### src/rtl/memory.sv
// rtl/memory.sv - calculator operand/operator store; MEMORY_DIGIT_GUARD_EN keeps the first four keyed digits
module memory (
  input  logic        clk,
  input  logic        clear_enable,
  input  logic [3:0]  num,
  input  logic [15:0] res,
  input  logic [1:0]  operator,
  input  logic        equ_enable,
  input  logic [1:0]  save_enable,
  input  logic        op_enable,
  output logic [15:0] save1,
  output logic [15:0] save2,
  output logic [3:0]  op_out
);

  localparam logic [1:0] SEL_SAVE1 = 2'b01;
  localparam logic [1:0] SEL_OP    = 2'b10;
  localparam logic [1:0] SEL_SAVE2 = 2'b11;
  localparam logic [2:0] CNT_FULL  = 3'd4;

  logic [15:0] save1_q, save1_d;
  logic [15:0] save2_q, save2_d;
  logic [2:0]  cnt1_q, cnt1_d;
  logic [2:0]  cnt2_q, cnt2_d;
  logic [3:0]  op_q, op_d;

  logic digit_valid;
  logic op_capture;

  // Whether a register with this digit count still takes a new digit.
  function automatic logic digit_accept(input logic [2:0] cnt);
`ifdef MEMORY_DIGIT_GUARD_EN
    return cnt < CNT_FULL;
`else
    return 1'b1;
`endif
  endfunction

  function automatic logic [2:0] count_next(input logic [2:0] cnt);
    return (cnt >= CNT_FULL) ? CNT_FULL : cnt + 3'd1;
  endfunction

  function automatic logic [3:0] op_onehot(input logic [1:0] code);
    logic [3:0] oh;
    oh = 4'b0000;
    oh[code] = 1'b1;
    return oh;
  endfunction

  assign digit_valid = (num <= 4'd9);
  assign op_capture  = (save_enable == SEL_OP) || op_enable;

  // Clear is applied in the register process; equals outranks any keyed action.
  always_comb begin
    save1_d = save1_q;
    save2_d = save2_q;
    cnt1_d  = cnt1_q;
    cnt2_d  = cnt2_q;
    op_d    = op_q;
    if (equ_enable) begin
      save1_d = res;
      cnt1_d  = CNT_FULL;
      save2_d = 16'h0000;
      cnt2_d  = 3'd0;
      op_d    = 4'b0000;
    end else if (op_capture) begin
      op_d = op_onehot(operator);
    end else if (digit_valid && save_enable == SEL_SAVE1 && digit_accept(cnt1_q)) begin
      save1_d = {save1_q[11:0], num};
      cnt1_d  = count_next(cnt1_q);
    end else if (digit_valid && save_enable == SEL_SAVE2 && digit_accept(cnt2_q)) begin
      save2_d = {save2_q[11:0], num};
      cnt2_d  = count_next(cnt2_q);
    end
  end

  always_ff @(posedge clk) begin
    if (clear_enable) begin
      save1_q <= 16'h0000;
      save2_q <= 16'h0000;
      cnt1_q  <= 3'd0;
      cnt2_q  <= 3'd0;
      op_q    <= 4'b0000;
    end else begin
      save1_q <= save1_d;
      save2_q <= save2_d;
      cnt1_q  <= cnt1_d;
      cnt2_q  <= cnt2_d;
      op_q    <= op_d;
    end
  end

  assign save1  = save1_q;
  assign save2  = save2_q;
  assign op_out = op_q;

endmodule

### config.mk
export PLATFORM = sky130hd
export DESIGN_NAME = memory
export DESIGN_NICKNAME = d
export VERILOG_FILES = /design/src/rtl/memory.sv
export SDC_FILE = /design/constraint.sdc
export NUM_CORES = 1
export LEC_CHECK = 0
export ABC_AREA = 1
export CORE_AREA = 4 4 69 71
export DETAILED_ROUTE_END_ITERATION = 16
export DIE_AREA = 0 0 73 75
export PLACE_DENSITY = 0.73
export SLEW_MARGIN = 20
export SYNTH_ARGS = -nofsm -noshare
export SYNTH_HDL_FRONTEND = slang
export SYNTH_SLANG_ARGS = --single-unit
### constraint.sdc
create_clock -name clk -period 1 [get_ports clk]
set_input_delay 0.1 -clock clk [delete_from_list [all_inputs] [get_ports clk]]
set_output_delay 0.1 -clock clk [all_outputs]
set_load 0.03 [all_outputs]
* Word-level counts from Yosys, hierarchy flattened
Index checks and enable logic that the tools add are counted.
Word-level totals: input bits 28, word-level logic and storage cells 25, bits in writable memories 0, bits in registers 36, latch bits 0, bits in read-only memories 0, output and inout port bits 36, memories kept 0
Operators by class: $lt $le $gt $ge 3, equal/unequal tests 4, add/sub/neg operators 0, divide/modulo/power cells 0, shift operators 0, multipliers 0, mux-type cells 5, reductions and logical operators 8, bitwise gates (word level) 2
Operator list (count):
- $mux 16 | 3
- $eq 2x2->1 const B | 2
- $le 4x4->1 const B | 1
- $logic_and 1x1->1 | 3
- $lt 2x3->1 const B | 1
- $reduce_and 3->1 | 1
- $demux 1 s2 | 1
- $eq 2x1->1 const B | 1
- $ge 2x1->1 const B | 1
- $ne 2x2->1 const B | 1
- $not 1->1 | 2
- $reduce_and 2->1 | 1
- $reduce_bool 2->1 | 1
- $reduce_or 2->1 | 1
- $logic_or 1x1->1 | 1
- $mux 1 | 1

* Depth between registers and ports, before layout
depth in word-level cells 5, mapped depth 8, depth with buffers taken out 8

* Worst setup path after synthesis
Ideal clock, no wire load.
path type flip-flop to flip-flop, start point register save1_q[10] (netlist: save1[10]), end point register save1_q[14] (netlist: save1[14]), path buffers 0, required time 0.930 ns, setup slack 0.069 ns, cell stages (with the launch flop) 5, library setup time 0.070 ns, data arrival time 0.862 ns, clock period less this slack 0.931 ns, path through dfxtp_1 > inv_1 > o21ai_0 > nand2_1 > a21oi_1
On the way: word-level cells in the longest chain between the ends 3
Ends and longest elaborated chain:
- from (decl) | line 21 | logic [15:0] save1_q, save1_d;
- from (signal assigned) | line 85 | save1_q <= save1_d;
- $mux 16 | line 68 | end else if (digit_valid && save_enable == SEL_SAVE1 && digit_accept(cnt1_q)) begin
- $mux 16 | line 66 | end else if (op_capture) begin
- $mux 16 | line 60 | if (equ_enable) begin
No other way between the ends. The select of a mux whose other input is x is not followed. A chain may end at the register's enable or synchronous reset.

* Final worst setup path
start point register save2_q[5] (netlist: save2[5]), end point output port save2[5]
RTL lines:
- from (decl) | line 22 | logic [15:0] save2_q, save2_d;
- from (signal assigned) | line 86 | save2_q <= save2_d;
- to (decl) | line 12 | output logic [15:0] save2,
No word-level cell between the ends.

==> summary.md <==
| Metric | Value |
|---|---|
| Synth top area share | `0.4493` |
| Antenna fix cells | `0` |
| Syn Nets | `about 260` |
| Maximum clock frequency | `about 1.1 GHz` |
| Post-synthesis cell type with the largest combined area | `dfxtp_1` |
| Chip Width | `73 µm` |
| Synth area leaders | `dfxtp_1, nand2_1, nor2_1, a21oi_1, nand3_1` |
| Sequential-to-total area share from yosys stat | `0.4493` |
| Final cycle utilization of the critical path | `0.9420` |
| Kind of start point of the critical path | `register` |
| Via count of the first global-routing pass | `1,372` |
| WHS Endpoint | `save2[3]` |
| All-Layer GR Usage | `0.1414` |
| Number of clock buffers inserted by TritonCTS | `5` |
| Critical Path AT | `roughly 0.84 ns` |
| Effective utilization at floorplan | `0.3788` |
| Maximum clock skew at final layout | `between 0.003 and 0.004 ns` |
| TritonCTS clock tree | `yes` |
| DR DRC count | `0` |
| Family of cells with the greatest summed delay on the critical path | `flip-flops` |
| Synth Area per Inst | `slightly above 7 µm²` |
| Maximum fanout count along the critical path | `3` |
| Share of post-route cells with drive strength above 1 | `0.2754` |
| Synth Flop Type | `dfxtp_1` |
| Leakage power figure | `approximately 1.2 nW` |
| Reg2Reg Setup Slack | `0.23 ns` |
| Clock period minus worst slack | `about 0.94 ns` |
| Endpoint of the most critical register-to-register path | `save1[14]` |
| R2R cell count | `4` |
| Cell with the largest stage delay on the worst path | `dfxtp_1` |
| Core region area | `4234 µm²` |
| Maximum number of pins on one net before global-route repair | `17` |
| Category of the worst setup path capture point | `output pin` |
| Total placed cells including tap cells | `~350` |
| Worst min-delay path category | `in -> reg` |
| Die outline height | `~75 µm` |
| Cell area after synthesis | `1604 µm²` |
| Number of optimization iterations in the first detailed-route pass | `4` |
| Number of vias per cell | `about 4.6` |
| IR Drop Worst-Case VDD | `roughly 0.75 mV` |
| Sequence of cells on the critical path | `buf_4` |
| Longest individual stage delay on the worst path | `0.38 ns` |
| Overflow left after global routing | `0` |
| Final std cell area, no fill | `2501 µm²` |
| Hold path startpoint | `num[3]` |
| HPWL after detailed placement | `between 2000 and 3000 µm` |
| Max Slew Vio Count | `0` |
| Number of nets in the finished design | `between 300 and 400` |
| Required @ worst endpoint | `about 0.9 ns` |
| Gate count after technology mapping | `228` |
| Most numerous cell in the Yosys netlist | `nand2_1` |
| Skew-Pair Late Insertion Delay | `0.28 ns` |
| Reg2reg start | `save1[10]` |
| Cell types with the highest counts after synthesis | `nand2_1, dfxtp_1, nor2_1, a21oi_1, nand3_1` |
| Count of different cell masters after synthesis | `20` |
| Total via count after detailed routing | `between 1,500 and 2,000` |
| Htree depth | `2` |
| Status | `completed` |
| Measured slew at the worst slew-check pin | `roughly 0.19 ns` |
| Number of antenna violations at the first check in global routing | `0` |
| Top Ports | `64` |
| Root buffer cell | `clkbuf_8` |
| Clock tree buffer depth | `2` |
| Cells on Worst Hold Path | `4` |
| Count of hold-fix buffers inserted at cts | `0` |
| Global-route wire length before repair | `between 6000 and 7000 µm` |
| Post-synth ARST share | `0` |
| ANT nets after route | `0` |
| Max Cap Viol | `0` |
| Hold Vio Cnt, Final | `0` |
| Total wire length after detailed routing | `3869 µm` |
| Rows | `24` |
| DIE AREA | `roughly 5500 µm²` |
| Placed cell areas | `between 2000 and 2500 µm²` |
| Post-synth EDFFs | `0` |
| Number of register bits inferred by synthesis | `36` |
| Number of DRC markers in iteration 0 | `between 70 and 80` |
| Area added between synthesis and finish | `55.93%` |
| Power density cells | `1287 nW/µm²` |
| Yosys warns | `0` |
| Worst max-slew margin expressed relative to the limit | `0.8757` |
| Non-filler cells in the finished layout | `between 300 and 400` |
| Unrepaired setup endpoints after global routing | `false` |
| Buf/Inv on CP | `1` |
| Startpoint-to-endpoint class of the critical path | `reg -> out` |
| Gpl congestion | `around 0.76` |
| Port-buffer cells | `63` |
| TritonCTS sink count | `36` |
| Routed wirelength normalized by instance count | `10.84 µm` |
| Final-report setup violation count | `0` |
| Clock slew at reported path FFs | `roughly 0.07 ns` |
-- flip-flops by register name, summed over array words and instances, names as in the netlist --
name    count
op_out      4
save2      16
save1      16
-- layer usage --
metal	GRT usage	share of wire	wire length, µm
met3	0.03204	0.062	240
met5	0	0	0
met2	0.2304	0.48	1860
met1	0.1795	0.44	1712
met4	0.06148	0.014	56
-- final cells by class --
class | instances | area (µm²)
flip-flops and latches | 36 | 720.7
inverters | 14 | 52.55
fillers | 401 | 1733
multi-input cells | 165 | 808.3
clock buffers | 8 | 90.09
repair buffers | 82 | 764.5
well taps | 52 | 65.06
-- how the worst max path moves through the flow --
stage	cells after the start	slack, ns	from	endpoint
floorplan	4	0.07	save1[10]	save1[14]
CTS	7	0.0008	num[3]	save2[2]
finish	1	0.06	save2[5]	save2[5]
detailed placement	7	-0.40	save_enable[1]	save2[2]
global route	1	0.006	save2[9]	save2[9]
global placement	7	-0.37	equ_enable	save1[10]
-- tightest hold or removal path: cells and delay by family --
kind            cells  cell delay [ns]
compound gates      1             0.06
buf+inv             2             0.29
simple gates        1             0.07
-- layout by cell type, fill, tap and decap left out, types with 2 or more instances in the layout --
master,Yosys,final
dlygate4sd2_1,0,6
nand2_4,2,2
clkdlybuf4s50_1,0,20
buf_12,0,5
nor2_1,33,33
inv_1,14,11
nand2_1,66,66
a21oi_1,20,20
inv_2,0,3
o21ai_0,11,2
nand3_1,20,20
clkbuf_8,0,6
nand2_2,4,3
o21ai_2,1,10
dfxtp_1,36,36
o21ai_1,3,2
buf_4,2,48
clkbuf_1,1,2
-- power by group --
part	switching, W	total (W)	leakage, nW	internal [W]
Combinational	0.000344	0.000653	0.816	0.000308
Sequential	0.0000350	0.00152	0.293	0.00149
Clock	0.000484	0.00105	0.0455	0.000562
Total	0.000863	0.00322	1.15	0.00236
-- through the flow --
step           utilization  power (W)  setup TNS, ns  hold WS (ns)  worst slack (ns)
3_3_place_gp        0.5479   0.002174         -12.02        0.4523           -0.3667
3_5_place_dp        0.5479   0.002178         -12.39        0.4510           -0.4005
2_1_floorplan            -   0.001885              0        0.2349           0.06862
6_report            0.5907   0.003219              0        0.2832           0.05802
5_1_grt             0.5907   0.003372              0        0.3236          0.006036
4_1_cts             0.5901   0.003270              0        0.3511         0.0007837
-- cells by family after synthesis --
logic type             share of synthesized area
AOI/OAI and AO/OA                         0.1162
muxes                                   0.006240
DFF                                       0.4493
buffers and inverters                    0.08735
and+or+nand+nor                           0.3409
-- repair_timing --
item / in CTS / in global routing
endpoints found under the hold margin: 0 / 0
pin swaps: 3 / 0
setup endpoints to repair: 35 / 29
buffers inserted: 0 / 0
gates resized for setup: 34 / 1
cloned: 1 / 0
(Power assumes the default switching activity.)
